===== config.mk =====
export PLATFORM = sky130hd
export DESIGN_NAME = ram_session_controller
export DESIGN_NICKNAME = d
export VERILOG_FILES = /design/src/rtl/ram_session_controller.sv
export SDC_FILE = /design/constraint.sdc
export NUM_CORES = 1
export LEC_CHECK = 0
export ABC_AREA = 1
export BUFFER_PORTS_ARGS = -buffer_cell sky130_fd_sc_hd__buf_2
export CAP_MARGIN = 20
export CORE_UTILIZATION = 50
export DETAILED_ROUTE_END_ITERATION = 7
export PLACE_DENSITY = 0.74
export SETUP_SLACK_MARGIN = 0.15
export SLEW_MARGIN = 10
export SYNTH_ARGS = -nofsm -noshare
export SYNTH_HDL_FRONTEND = slang
export SYNTH_SLANG_ARGS = --single-unit

===== constraint.sdc =====
create_clock -name MAIN_CLOCK -period 5.2 [get_ports MAIN_CLOCK]
set_clock_uncertainty 0.1 [all_clocks]
set_input_delay 0.52 -clock MAIN_CLOCK [delete_from_list [all_inputs] [get_ports MAIN_CLOCK]]
set_output_delay 0.52 -clock MAIN_CLOCK [all_outputs]
set_load 0.01 [all_outputs]

===== src/rtl/ram_session_controller.sv =====
// rtl/ram_session_controller.sv - LOAD/RUN/DUMP session sequencer owning the shared data RAM port
// Optional RUN watchdog enabled by defining TIMEOUT_EN.
module ram_session_controller #(
    parameter int          ADDR_W         = 16,
    parameter int          DATA_W         = 8,
    parameter int unsigned TIMEOUT_CYCLES = 1000000
) (
    input  logic              MAIN_CLOCK,
    input  logic              RESET_N,
    input  logic              GO,
    input  logic [ADDR_W-1:0] LOAD_LEN,
    input  logic [ADDR_W-1:0] DUMP_BASE,
    input  logic [ADDR_W-1:0] DUMP_LEN,
    input  logic              HOST_IN_VALID,
    input  logic [DATA_W-1:0] HOST_IN_DATA,
    output logic              HOST_IN_READY,
    output logic              HOST_OUT_VALID,
    output logic [DATA_W-1:0] HOST_OUT_DATA,
    input  logic              HOST_OUT_READY,
    output logic              START_PROCESSING_FLAG,
    input  logic              PROCESS_FINISHED,
    input  logic [ADDR_W-1:0] CPU_ADDRESS,
    input  logic [DATA_W-1:0] CPU_DATA,
    input  logic              CPU_WRITE_EN,
    output logic [DATA_W-1:0] DATA_FROM_RAM,
    output logic [ADDR_W-1:0] RAM_ADDRESS,
    output logic [DATA_W-1:0] RAM_WDATA,
    output logic              RAM_WE,
    input  logic [DATA_W-1:0] RAM_RDATA,
    output logic              BUSY,
    output logic              DONE,
    output logic              ERROR,
    output logic [2:0]        STATE
);

    typedef enum logic [2:0] {
        S_IDLE = 3'd0,
        S_LOAD = 3'd1,
        S_RUN  = 3'd2,
        S_DUMP = 3'd3,
        S_DONE = 3'd4
    } state_t;

    typedef enum logic [1:0] {D_ADDR, D_CAP, D_HOLD} dump_phase_t;

`ifdef TIMEOUT_EN
    localparam bit WATCHDOG_ON = 1'b1;
`else
    localparam bit WATCHDOG_ON = 1'b0;
`endif

    state_t            state;
    dump_phase_t       phase;
    logic [ADDR_W-1:0] load_len_q;
    logic [ADDR_W-1:0] dump_base_q;
    logic [ADDR_W-1:0] dump_len_q;
    logic [ADDR_W-1:0] cnt;
    logic              load_last;
    logic [ADDR_W-1:0] ram_addr_q;
    logic [DATA_W-1:0] ram_wdata_q;
    logic              ram_we_q;
    logic              out_valid_q;
    logic [DATA_W-1:0] out_data_q;
    logic              start_q;
    logic              busy_q;
    logic              done_q;
    logic              error_q;
    logic [31:0]       wd_cnt;
    logic              timeout_hit;

    assign timeout_hit = WATCHDOG_ON && (state == S_RUN) && (wd_cnt == 32'(TIMEOUT_CYCLES - 1));

    // The CPU owns the RAM port only while RUN; elsewhere the registered load/dump port drives it.
    assign RAM_ADDRESS = (state == S_RUN) ? CPU_ADDRESS  : ram_addr_q;
    assign RAM_WDATA   = (state == S_RUN) ? CPU_DATA     : ram_wdata_q;
    assign RAM_WE      = (state == S_RUN) ? CPU_WRITE_EN : ram_we_q;

    assign DATA_FROM_RAM         = RAM_RDATA;
    assign HOST_IN_READY         = (state == S_LOAD) && !load_last;
    assign HOST_OUT_VALID        = out_valid_q;
    assign HOST_OUT_DATA         = out_data_q;
    assign START_PROCESSING_FLAG = start_q;
    assign BUSY                  = busy_q;
    assign DONE                  = done_q;
    assign ERROR                 = error_q;
    assign STATE                 = state;

    always_ff @(posedge MAIN_CLOCK or negedge RESET_N) begin
        if (!RESET_N) begin
            state       <= S_IDLE;
            phase       <= D_ADDR;
            load_len_q  <= '0;
            dump_base_q <= '0;
            dump_len_q  <= '0;
            cnt         <= '0;
            load_last   <= 1'b0;
            ram_addr_q  <= '0;
            ram_wdata_q <= '0;
            ram_we_q    <= 1'b0;
            out_valid_q <= 1'b0;
            out_data_q  <= '0;
            start_q     <= 1'b0;
            busy_q      <= 1'b0;
            done_q      <= 1'b0;
            error_q     <= 1'b0;
            wd_cnt      <= '0;
        end else begin
            ram_we_q <= 1'b0;
            wd_cnt   <= (state == S_RUN) ? wd_cnt + 32'd1 : 32'd0;
            case (state)
                S_IDLE, S_DONE: begin
                    if (GO) begin
                        load_len_q  <= LOAD_LEN;
                        dump_base_q <= DUMP_BASE;
                        dump_len_q  <= DUMP_LEN;
                        cnt         <= '0;
                        load_last   <= 1'b0;
                        error_q     <= 1'b0;
                        done_q      <= 1'b0;
                        busy_q      <= 1'b1;
                        if (LOAD_LEN == '0) begin
                            state   <= S_RUN;
                            start_q <= 1'b1;
                        end else begin
                            state   <= S_LOAD;
                        end
                    end
                end
                S_LOAD: begin
                    // One extra cycle after the last beat lets its write land before START rises.
                    if (load_last) begin
                        state     <= S_RUN;
                        start_q   <= 1'b1;
                        load_last <= 1'b0;
                    end else if (HOST_IN_VALID) begin
                        ram_we_q    <= 1'b1;
                        ram_addr_q  <= cnt;
                        ram_wdata_q <= HOST_IN_DATA;
                        cnt         <= cnt + 1'b1;
                        if (cnt == load_len_q - 1'b1) begin
                            load_last <= 1'b1;
                        end
                    end
                end
                S_RUN: begin
                    if (PROCESS_FINISHED) begin
                        start_q <= 1'b0;
                        cnt     <= '0;
                        if (dump_len_q == '0) begin
                            state  <= S_DONE;
                            busy_q <= 1'b0;
                            done_q <= 1'b1;
                        end else begin
                            state      <= S_DUMP;
                            ram_addr_q <= dump_base_q;
                            phase      <= D_ADDR;
                        end
                    end else if (timeout_hit) begin
                        start_q <= 1'b0;
                        error_q <= 1'b1;
                        state   <= S_DONE;
                        busy_q  <= 1'b0;
                        done_q  <= 1'b1;
                    end
                end
                S_DUMP: begin
                    case (phase)
                        D_ADDR: phase <= D_CAP;
                        D_CAP: begin
                            out_valid_q <= 1'b1;
                            out_data_q  <= RAM_RDATA;
                            phase       <= D_HOLD;
                        end
                        D_HOLD: begin
                            if (HOST_OUT_READY) begin
                                out_valid_q <= 1'b0;
                                cnt         <= cnt + 1'b1;
                                if (cnt == dump_len_q - 1'b1) begin
                                    state  <= S_DONE;
                                    busy_q <= 1'b0;
                                    done_q <= 1'b1;
                                end else begin
                                    ram_addr_q <= dump_base_q + cnt + 1'b1;
                                    phase      <= D_ADDR;
                                end
                            end
                        end
                        default: phase <= D_ADDR;
                    endcase
                end
                default: state <= S_IDLE;
            endcase
        end
    end

endmodule


# ---- Yosys cells after proc, flatten, opt, wreduce, memory -nomap -nowiden
# Cells that the tools add are included.
dict set report op_classes {
  n_addsub 5
  eq_ne 23
  muxes 61
  n_bitwise 1
  n_reduce_logical 25
}
# op count
set op_table {}
lappend op_table {{16-bit 2-to-1 mux} 14}
lappend op_table {{16-bit one-hot mux with 4 select lines} 1}
lappend op_table {{16-bit one-hot mux with 3 select lines} 1}
lappend op_table {{16-bit by 1-bit adder with 16-bit output (second input constant)} 2}
lappend op_table {{16-bit == test} 2}
lappend op_table {{16-bit logical NOT} 2}
lappend op_table {{16-bit by 1-bit subtractor with 16-bit output (second input constant)} 2}
lappend op_table {{1-bit 2-to-1 mux} 24}
lappend op_table {{2-bit != test (second input constant)} 12}
lappend op_table {{3-bit 2-to-1 mux} 7}
lappend op_table {{16-bit adder} 1}
lappend op_table {{7-bit AND reduction} 2}
lappend op_table {{3-bit one-hot mux with 4 select lines} 1}
lappend op_table {{2-bit 2-to-1 mux} 5}
lappend op_table {{5-bit AND reduction} 2}
lappend op_table {{1-bit one-hot mux with 3 select lines} 3}
lappend op_table {{3-bit nonzero test} 3}
lappend op_table {{8-bit 2-to-1 mux} 1}
lappend op_table {{8-bit AND reduction} 1}
lappend op_table {{3-bit by 2-bit == test with 1-bit output (second input constant)} 2}
lappend op_table {{3-bit != test (second input constant)} 2}
lappend op_table {{2-bit one-hot mux with 3 select lines} 1}
lappend op_table {{2-bit AND reduction} 3}
lappend op_table {{3-bit AND reduction} 2}
lappend op_table {{other kinds (16)} 19}
dict set report word_totals {
  reg_bits 107
  in_bits 95
  out_inout_bits 50
}

# ---- Logic depth before layout (Yosys ltp)
# Gate-level depths: netlist (run 1).
dict set report depth {
  ltp_word 6
  depth_mapped 18
  depth_no_buf 17
}

# ---- Worst setup path after synthesis (run 1)
# Ideal clock, no wire load.
dict set report synth_path {
  path_kind {reg2out}
  from {reg state[2], in the netlist STATE[2]}
  to {out RAM_ADDRESS[10]}
  arrival_ns 1.620
  required_time_ns 4.580
  slack_ns 2.960
  path_stages_with_launch 10
  n_path_buf 2
  path_cell_list {dfrtp_1 inv_2 nand2_2 inv_2 nand2_2 inv_2 clkbuf_1 buf_1 nand2_1 nand2_1}
}
dict set report synth_between {
  elab_chain_len 2
}
# element line_no
set synth_rtl {}
lappend synth_rtl {{start: declaration} 52} ;# state_t state;
lappend synth_rtl {{start signal: assignment} 90} ;# state <= S_IDLE;
lappend synth_rtl {{start signal: assignment} 122} ;# state <= S_RUN;
lappend synth_rtl {{start signal: assignment} 125} ;# state <= S_LOAD;
lappend synth_rtl {{3-bit by 2-bit == test with 1-bit output} 74} ;# assign RAM_ADDRESS = (state == S_RUN) ? CPU_ADDRESS : ram_addr_q;
lappend synth_rtl {{16-bit 2-to-1 mux} 74}
lappend synth_rtl {{end: declaration} 26} ;# output logic [ADDR_W-1:0] RAM_ADDRESS,
# Every way passes these cells.

# ---- Worst setup path after layout (run 1)
dict set report layout_path {
  from {reg state[2], in the netlist STATE[2]}
  to {out RAM_ADDRESS[2]}
}
# Same word-level chain as after synthesis.

==> run summary, run 1 <==
synthesized-area fraction occupied by adder cells - 0.03575
post-cts gate resize count - 0
growth of design area from synthesis to finish - 14.63%
final number of max-transition violations - 0
Post-route DRC - 0
Inserted Diodes - 0
period utilization - 0.6279
switching power share of the total - 0.4539
type of the setup path with the least slack - flop to output port
post-CTS setup buffer count - 0
Int Power - 0.002389 W
NetSw - 0.001985 W
pre-CTS setup slack - 2.311 ns
Vias per Instance - 5.324
pin count of the biggest net entering global routing - 65
overall die height - 122.1 um
Slew Limit Headroom - 0.4267
part of the total power dissipated in sequential elements - 0.329
Max IR drop VDD - 0.0002963 V
Root Buffer Master - sky130_fd_sc_hd__clkbuf_16
die area - 14,900 um2
parity-gate share of the synthesized area counting xor and xnor cells - 0.04859
port bufs - 143
starting density of the core - 0.5154
final count of hold timing violations - 0
dominant combinational cell family by area after synthesis - simple AND/OR/NAND/NOR gates
Final Wtd Congestion - 0.9207
number of storage elements in the synthesis netlist - 107
final-layout worst hold slack - 0.1584 ns
number of buffers on the longest clock path - 2
final number of setup-violating endpoints - 0
final core utilization - 0.5908
number of enable flip-flop cells after synthesis - 0
area fraction in compound gates after synthesis - 0.08834
critical path startpoint category - flop
Detailed Route WL - 18.26 mm
part of the Yosys area used for sequential elements - 0.3714
detailed-router iteration count before antenna repair - 5
via count of the first global-routing pass - 6,368
routed len/inst - 14.44 um
CTS tree - built
grt ovf - 0
async set-reset flop share out of synthesis - 1.000
nature of the critical path endpoint - output port
data required time of the worst path - 4.58 ns
total I/O pin count - 145
leakage dissipation - 4.186 nW
Clk pin slew, worst setup/hold paths - 0.08 ns
Core ar. - 13,990 um2
Post-DP HPWL - 13.84 mm
Syn Area/Cell - 7.502 um2
post-synthesis simple-gate area fraction - 0.3291
Final Worst Setup Slack - 1.935 ns
net total in the final layout - 1,195
Tmin final - 3.265 ns
status - finished clean
number of antenna violations at the first check in global routing - 0
final total negative setup slack - 0 ns
CP Data Arrival Time - 2.64 ns
clock tree sinks - 107
overall track demand over capacity in global routing - 0.2579
clock share of power - 0.162
portion of total power attributed to combinational logic - 0.508
Worst-Margin Slew - 0.8521 ns
source-to-sink clock delay at the later pin of the worst-skew pair - 0.36 ns
Synth Cell Area - 7209 um2
Max-Cap Viols - 0
highest clock rate - 306.3 MHz
total number of yosys warnings - 0
Hold Buf Count CTS - 0
via count of the routed design - 6,729
crit-path max FO - 43
primary flip-flop cell chosen by synthesis mapping - sky130_fd_sc_hd__dfrtp_1
number of H-tree levels - 3
layout cell share with drive strength beyond 1 - 0.2389
P per Cell Area - 529.3 nW/um2
RSZ-0062 raised after global routing - false
Net Count, Synth - 1,076
gate count of the mapped netlist - 961
TritonCTS buffer count - 9
iteration-0 DRC count of the detailed router - 407
share of synthesized area spent on multiplexers - 0.05311
remaining number of nets flagged by the antenna check after routing - 0
Die X-Extent - 122.1 um
wire length of the first global-routing pass - 29.87 mm
Unique masters post-synth - 50
class of the most critical hold timing path - input port to async pin
Rows - 43
## stage by stage
step	instance area [um2]	power [W]	cells
2_1_floorplan	7209	0.003106	961
3_3_place_gp	7961	0.003613	1249
3_5_place_dp	7961	0.003659	1249
4_1_cts	8264	0.004393	1264
5_1_grt	8264	0.004763	1264
6_report	8264	0.004374	1264
## cell usage after synthesis, types with 3 or more instances
cell	instances	area share
sky130_fd_sc_hd__clkbuf_1	11	0.0057
sky130_fd_sc_hd__o21ai_0	31	0.022
sky130_fd_sc_hd__xnor2_1	16	0.019
sky130_fd_sc_hd__nand4_1	9	0.0078
sky130_fd_sc_hd__o21a_1	3	0.0031
sky130_fd_sc_hd__nand3_1	65	0.045
sky130_fd_sc_hd__nor3_2	3	0.0042
sky130_fd_sc_hd__nand2_2	28	0.024
sky130_fd_sc_hd__buf_4	9	0.0094
sky130_fd_sc_hd__or2_2	5	0.0043
sky130_fd_sc_hd__nor2_1	98	0.051
sky130_fd_sc_hd__ha_1	19	0.033
sky130_fd_sc_hd__clkbuf_2	3	0.0021
sky130_fd_sc_hd__inv_2	10	0.0052
sky130_fd_sc_hd__buf_2	7	0.0049
sky130_fd_sc_hd__buf_1	5	0.0026
sky130_fd_sc_hd__nand2_1	263	0.14
sky130_fd_sc_hd__dfrtp_1	107	0.37
sky130_fd_sc_hd__mux2_2	34	0.053
sky130_fd_sc_hd__nand3b_1	7	0.0073
sky130_fd_sc_hd__xor2_1	24	0.029
sky130_fd_sc_hd__nor4_1	8	0.0069
sky130_fd_sc_hd__o21ai_1	6	0.0042
sky130_fd_sc_hd__inv_1	75	0.039
sky130_fd_sc_hd__nor2_2	9	0.0078
sky130_fd_sc_hd__a21oi_1	45	0.031
sky130_fd_sc_hd__a22oi_1	12	0.012
sky130_fd_sc_hd__nor3_1	17	0.012
sky130_fd_sc_hd__nor2_4	5	0.0078
## layout make-up
cell class | count | area (um2)
fill | 1343 | 5724
multi-input combinational | 732 | 4006
sequential | 107 | 2678
timing repair buffer | 145 | 733.2
inverter | 85 | 319.1
clock buffer | 12 | 256.5
tap | 180 | 225.2
clock inverter | 3 | 46.29
## registers in the layout (all words and copies together), names as in the netlist
register and count:
BUSY 1, ram_wdata_q 8, DONE 1, load_len_q 16, cnt 16, load_last 1, START_PROCESSING_FLAG 1, STATE 3
phase 2, dump_base_q 16, HOST_OUT_DATA 8, ram_we_q 1, HOST_OUT_VALID 1, dump_len_q 16, ram_addr_q 16
## critical path, cell delays in order (launching register included)
cell	delay, ns
sky130_fd_sc_hd__dfrtp_1	0.42
sky130_fd_sc_hd__inv_2	0.08
sky130_fd_sc_hd__nand2_2	0.22
sky130_fd_sc_hd__inv_2	0.18
sky130_fd_sc_hd__nand2_2	0.34
sky130_fd_sc_hd__inv_2	0.69
sky130_fd_sc_hd__nand2_1	0.12
sky130_fd_sc_hd__nand2_1	0.09
sky130_fd_sc_hd__buf_2	0.13
## power by group through the flow
stage                     Clock (W)  Sequential (W)  Combinational [W]
final                      0.000710         0.00144            0.00222
after global routing       0.000756         0.00148            0.00253
after floorplan                   0         0.00140            0.00171
after detailed placement          0         0.00145            0.00221
after CTS                  0.000726         0.00144            0.00223
after global placement            0         0.00144            0.00217
## cells in the final DEF (no fill, tap or decap), types with 3 or more instances in the layout
cell type                   Yosys  routed
sky130_fd_sc_hd__nand3_1       65      65
sky130_fd_sc_hd__buf_4          9       3
sky130_fd_sc_hd__nor2_1        98      98
sky130_fd_sc_hd__a22oi_1       12      12
sky130_fd_sc_hd__xor2_1        24      24
sky130_fd_sc_hd__mux2_2        34      34
sky130_fd_sc_hd__buf_2          7     142
sky130_fd_sc_hd__o21a_1         3       3
sky130_fd_sc_hd__nor4_1         8       8
sky130_fd_sc_hd__nand3b_1       7       7
sky130_fd_sc_hd__ha_1          19      19
sky130_fd_sc_hd__or2_2          5       5
sky130_fd_sc_hd__nor3_1        17      17
sky130_fd_sc_hd__xnor2_1       16      16
sky130_fd_sc_hd__nor3_2         3       3
sky130_fd_sc_hd__dfrtp_1      107     107
sky130_fd_sc_hd__a21oi_1       45      45
sky130_fd_sc_hd__o21ai_0       31      31
sky130_fd_sc_hd__clkbuf_16      0       9
sky130_fd_sc_hd__nor2_2         9       9
sky130_fd_sc_hd__nand4_1        9       9
sky130_fd_sc_hd__o21ai_1        6       6
sky130_fd_sc_hd__nand2_2       28      29
sky130_fd_sc_hd__inv_1         75      75
sky130_fd_sc_hd__nand2_1      263     262
sky130_fd_sc_hd__nor2_4         5       5
sky130_fd_sc_hd__inv_2         10      10
## routing by layer
layer  up-vias  track usage  part of all wire
li1       3368            -                 -
met4         0       0.1151             0.034
met5         -            0                 0
met2       215       0.4322              0.47
met3        42      0.04494             0.047
met1      3104       0.3244              0.44
## path summary, 6_finish.rpt
check / from / endpoint / slack (ns) / depth (start not counted)
max: STATE[2] / RAM_ADDRESS[2] / 1.94 / 8
max reg2reg: STATE[2] / cnt[5] / 2.27 / 10
min reg2reg: HOST_OUT_VALID / HOST_OUT_VALID / 0.37 / 2
max in group asynchronous: RESET_N / load_len_q[12] / 3.79 / 2
min: RESET_N / dump_len_q[10] / 0.16 / 1
min in group MAIN_CLOCK: HOST_IN_DATA[4] / ram_wdata_q[4] / 0.25 / 3
## kinds of logic after synthesis
group | count (synthesis)
adders and majority gates | 20
DFF | 107
other | 1
xor gates and xnor gates | 40
buffers and inverters | 122
and+or+nand+nor | 525
muxes | 34
AOI/OAI and AO/OA | 112
(Power assumes the default switching activity.)
==> inputs of run 2 (changes only) <==
Clock period 5.2 ns to 3.2 ns, I/O delays scaled along.
==> run summary, run 2 (synthesized netlist as in run 1, its figures left out) <==
leakage dissipation - 4.243 nW
crit-path max FO - 24
port bufs - 143
area occupied by registers - 2678 um2
routed len/inst - 14.33 um
final number of max-transition violations - 0
CTS tree - built
layout cell share with drive strength beyond 1 - 0.2477
via count of the first global-routing pass - 6,321
final total negative setup slack - 0 ns
type of the setup path with the least slack - flop to output port
pre-CTS setup slack - 0.6965 ns
detailed-router iteration count before antenna repair - 7
via count of the routed design - 6,809
endpoint of the lowest-slack register-to-register path - cnt[5]
Hold Buf Count CTS - 1
Rows - 43
final core utilization - 0.5964
number of antenna violations at the first check in global routing - 0
Post-route DRC - 0
Detailed Route WL - 18.31 mm
Max IR drop VDD - 0.0005261 V
Die X-Extent - 122.1 um
pin count of the biggest net entering global routing - 59
final number of setup-violating endpoints - 0
Tmin final - 2.714 ns
number of buffers on the longest clock path - 2
wire length of the first global-routing pass - 30.31 mm
remaining number of nets flagged by the antenna check after routing - 0
overall track demand over capacity in global routing - 0.2610
Slew Limit Headroom - 0.5012
CP Data Arrival Time - 2.29 ns
post-cts gate resize count - 0
R2R cell count - 9
FF-to-FF setup slack - 0.67 ns
source-to-sink clock delay at the later pin of the worst-skew pair - 0.36 ns
die area - 14,900 um2
Core ar. - 13,990 um2
Max-Cap Viols - 0
overall die height - 122.1 um
area occupied by multi-input gates - 4006 um2
commonest cells after routing, fill and taps aside - 262 x sky130_fd_sc_hd__nand2_1, 142 x sky130_fd_sc_hd__buf_2, 107 x sky130_fd_sc_hd__dfrtp_1, 98 x sky130_fd_sc_hd__nor2_1, 75 x sky130_fd_sc_hd__inv_1
source of the worst register-to-register timing path - STATE[1]
final count of hold timing violations - 0
nature of the critical path endpoint - output port
grt ovf - 0
post-CTS setup buffer count - 0
highest clock rate - 368.4 MHz
Clk pin slew, worst setup/hold paths - 0.07 ns
Worst-Margin Slew - 0.7482 ns
final cell area excluding filler cells - 8343 um2
TritonCTS buffer count - 9
RSZ-0062 raised after global routing - false
total I/O pin count - 145
Root Buffer Master - sky130_fd_sc_hd__clkbuf_16
Inserted Diodes - 0
start point of the critical path - STATE[2]
iteration-0 DRC count of the detailed router - 391
final-layout worst hold slack - 0.05298 ns
data required time of the worst path - 2.78 ns
capture point of the critical path - RAM_ADDRESS[2]
status - finished clean
Final Wtd Congestion - 0.9618
Final Worst Setup Slack - 0.4856 ns
most common cell after layout, fill and taps aside - sky130_fd_sc_hd__nand2_1
starting density of the core - 0.5154
number of H-tree levels - 3
growth of design area from synthesis to finish - 15.72%
number of fill cells - 1,381
Vias per Instance - 5.328
total cell area at the placement stage - 8064 um2
clock tree sinks - 107
critical path startpoint category - flop
Post-DP HPWL - 13.93 mm
class of the most critical hold timing path - input port to flop
period utilization - 0.8483
net total in the final layout - 1,208
P per Cell Area - 846.7 nW/um2
## run 2: power breakdown
group / internal [W] / switching (W) / total [W]
sequential: 0.00187 / 0.000464 / 0.00234
clock: 0.000530 / 0.000514 / 0.00104
combinational: 0.00140 / 0.00228 / 0.00368
## run 2: area by class of cell
class | count | area share
clock buffer | 10 | 0.02744
clock inverter | 6 | 0.004799
inverter | 85 | 0.03824
multi-input combinational | 732 | 0.4802
sequential | 107 | 0.3209
tap | 180 | 0.02699
timing repair buffer | 158 | 0.1014
## run 2: worst min path at each step
stage               startpoint              end  cells past startpoint  slack, ns
4_1_cts        HOST_IN_DATA[7]   ram_wdata_q[7]                      3       0.04
3_5_place_dp           RESET_N  dump_base_q[15]                      1       0.34
5_1_grt        HOST_IN_DATA[6]   ram_wdata_q[6]                      3       0.05
2_1_floorplan          RESET_N             BUSY                      0      -0.08
3_3_place_gp           RESET_N  dump_base_q[15]                      1       0.33
6_report       HOST_IN_DATA[7]   ram_wdata_q[7]                      3       0.05
## run 2: critical path, stage by stage, from the launching register on
cell	delay (ns)
sky130_fd_sc_hd__dfrtp_1	0.42
sky130_fd_sc_hd__inv_2	0.08
sky130_fd_sc_hd__nand2_2	0.24
sky130_fd_sc_hd__inv_2	0.20
sky130_fd_sc_hd__nand2_2	0.09
sky130_fd_sc_hd__inv_2	0.38
sky130_fd_sc_hd__buf_4	0.27
sky130_fd_sc_hd__nand2_1	0.07
sky130_fd_sc_hd__nand2_1	0.05
sky130_fd_sc_hd__buf_2	0.13
## run 2: stage by stage
step                power (W)  std cells
global placement     0.005959       1261
detailed placement   0.006019       1261
floorplan            0.005048        961
CTS                  0.007090       1278
finish               0.007064       1278
global route         0.007693       1278
## run 2: layer usage
layer | part of all wire | vias to the layer above | GRT usage | wire length, um
li1 | - | 3393 | - | -
met1 | 0.44 | 3199 | 0.3425 | 8124
met2 | 0.49 | 191 | 0.4396 | 8917
met3 | 0.053 | 26 | 0.05197 | 966
met4 | 0.016 | 0 | 0.06479 | 300
met5 | 0 | - | 0 | 0
==> inputs of run 3 (changes only) <==
Clock period 3.2 ns to 2.7 ns, I/O delays scaled along.
==> run summary, run 3 (synthesized netlist as in run 1, its figures left out) <==
status - finished clean
source of the worst register-to-register timing path - cnt[2]
pin count of the biggest net entering global routing - 61
highest clock rate - 409.0 MHz
final number of max-transition violations - 0
growth of design area from synthesis to finish - 18.73%
via count of the first global-routing pass - 6,340
portion of total power attributed to combinational logic - 0.516
number of antenna violations at the first check in global routing - 0
most common cell after layout, fill and taps aside - sky130_fd_sc_hd__nand2_1
area occupied by registers - 2679 um2
Max-Cap Viols - 0
FF-to-FF setup slack - 0.26 ns
source-to-sink clock delay at the later pin of the worst-skew pair - 0.37 ns
CP Data Arrival Time - 2.64 ns
Worst-Margin Slew - 0.7191 ns
via count of the routed design - 6,834
Root Buffer Master - sky130_fd_sc_hd__clkbuf_16
detailed-router iteration count before antenna repair - 5
net total in the final layout - 1,221
NetSw - 0.003991 W
number of H-tree levels - 3
routed len/inst - 14.56 um
Vias per Instance - 5.294
worst-path cell chain - ha_1, a21oi_1, nand2_1, inv_1, nor2_1, nor2_1, inv_1, nand2_1, a21oi_1, o21ai_0, nand3_1, nand2_1
period utilization - 0.9054
area occupied by multi-input gates - 4045 um2
crit-path max FO - 5
die area - 14,900 um2
port bufs - 143
layout cell share with drive strength beyond 1 - 0.2610
Int Power - 0.004814 W
leakage dissipation - 4.345 nW
overall die height - 122.1 um
Final Wtd Congestion - 0.9654
Tmin final - 2.445 ns
Post-DP HPWL - 14.33 mm
TritonCTS buffer count - 9
overall track demand over capacity in global routing - 0.2654
delay of the slowest cell on the worst path - 0.46 ns
Slew Limit Headroom - 0.5189
data required time of the worst path - 2.90 ns
commonest cells after routing, fill and taps aside - 261 x sky130_fd_sc_hd__nand2_1, 142 x sky130_fd_sc_hd__buf_2, 106 x sky130_fd_sc_hd__dfrtp_1, 97 x sky130_fd_sc_hd__nor2_1, 73 x sky130_fd_sc_hd__inv_1
number of fill cells - 1,290
number of buffers on the longest clock path - 2
Max IR drop VDD - 0.0005425 V
Rows - 43
final count of hold timing violations - 0
Clk pin slew, worst setup/hold paths - 0.08 ns
start point of the critical path - cnt[2]
Post-route DRC - 0
Detailed Route WL - 18.80 mm
RSZ-0062 raised after global routing - true
type of the setup path with the least slack - flop to flop
starting density of the core - 0.5154
final core utilization - 0.6119
nature of the critical path endpoint - flop
iteration-0 DRC count of the detailed router - 595
endpoint of the lowest-slack register-to-register path - ram_addr_q[13]
part of the total power dissipated in sequential elements - 0.314
CP bufs+invs - 2
stages on the worst setup path - 12
Die X-Extent - 122.1 um
class of the most critical hold timing path - input port to flop
total I/O pin count - 145
grt ovf - 0
critical path startpoint category - flop
clock tree sinks - 107
Crit path max-delay family - simple AND/OR/NAND/NOR gates
Core ar. - 13,990 um2
R2R cell count - 12
most numerous cell on the critical path - sky130_fd_sc_hd__nand2_1
Inserted Diodes - 0
final total power - 0.008806 W
CTS tree - built
P per Cell Area - 1029 nW/um2
clock share of power - 0.170
final number of setup-violating endpoints - 0
highest-delay cell along the critical path - sky130_fd_sc_hd__dfrtp_1
switching power share of the total - 0.4533
final total negative setup slack - 0 ns
capture point of the critical path - ram_addr_q[13]
remaining number of nets flagged by the antenna check after routing - 0
wire length of the first global-routing pass - 30.54 mm
-- run 3: tightest hold or removal path, stage by stage --
cell and delay, ns:
sky130_fd_sc_hd__buf_2 0.07, sky130_fd_sc_hd__nand2_1 0.04, sky130_fd_sc_hd__nand2_1 0.05
-- run 3: per-layer routing --
metal | global-route usage | routed length [um] | up-vias
met4 | 0.08994 | 441 | 0
met3 | 0.06039 | 1187 | 30
li1 | - | - | 3422
met1 | 0.3553 | 8329 | 3157
met2 | 0.4220 | 8841 | 225
met5 | 0 | 0 | -
-- run 3: cell type report --
type                            count  area share
Timing Repair Buffer              170      0.1114
Multi-Input combinational cell    733      0.4726
Clock inverter                      6     0.01126
Sequential cell                   107      0.3130
Clock buffer                       10     0.02792
Tap cell                          180     0.02631
Inverter                           85     0.03757
-- run 3: what timing repair did --
action / CTS / global route
endpoints found under the setup margin: 0 / 35
setup buffers: 0 / 3
gates resized for setup: 0 / 12
hold endpoints to repair: 49 / 0
hold buffers: 3 / 0
-- run 3: worst min path at each step --
stage | startpoint | endpoint | slack, ns | cells after the start
3_5_place_dp | RESET_N | dump_base_q[12] | 0.23 | 1
5_1_grt | HOST_IN_DATA[0] | ram_wdata_q[0] | 0.01 | 3
6_report | HOST_IN_DATA[7] | ram_wdata_q[7] | 0.01 | 3
3_3_place_gp | RESET_N | dump_base_q[13] | 0.23 | 1
4_1_cts | HOST_IN_DATA[7] | ram_wdata_q[7] | 0.002 | 3
2_1_floorplan | RESET_N | BUSY | -0.13 | 0
-- run 3: power groups by stage --
stage	clock, W	sequential [W]	combinational, W
CTS	0.00152	0.00275	0.00441
global route	0.00159	0.00285	0.00513
detailed placement	0	0.00278	0.00438
floorplan	0	0.00269	0.00329
global placement	0	0.00276	0.00433
finish	0.00149	0.00277	0.00455
-- run 3: through the flow --
step | hold slack (ns) | setup slack [ns] | instances | area, um2
final | 0.009571 | 0.2553 | 1291 | 8559
after global routing | 0.01256 | 0.1128 | 1291 | 8559
after CTS | 0.002046 | 0.1570 | 1287 | 8494
after detailed placement | 0.2300 | 0.1957 | 1268 | 8129
after global placement | 0.2346 | 0.2360 | 1268 | 8129
after floorplan | -0.1256 | 0.5845 | 961 | 7209
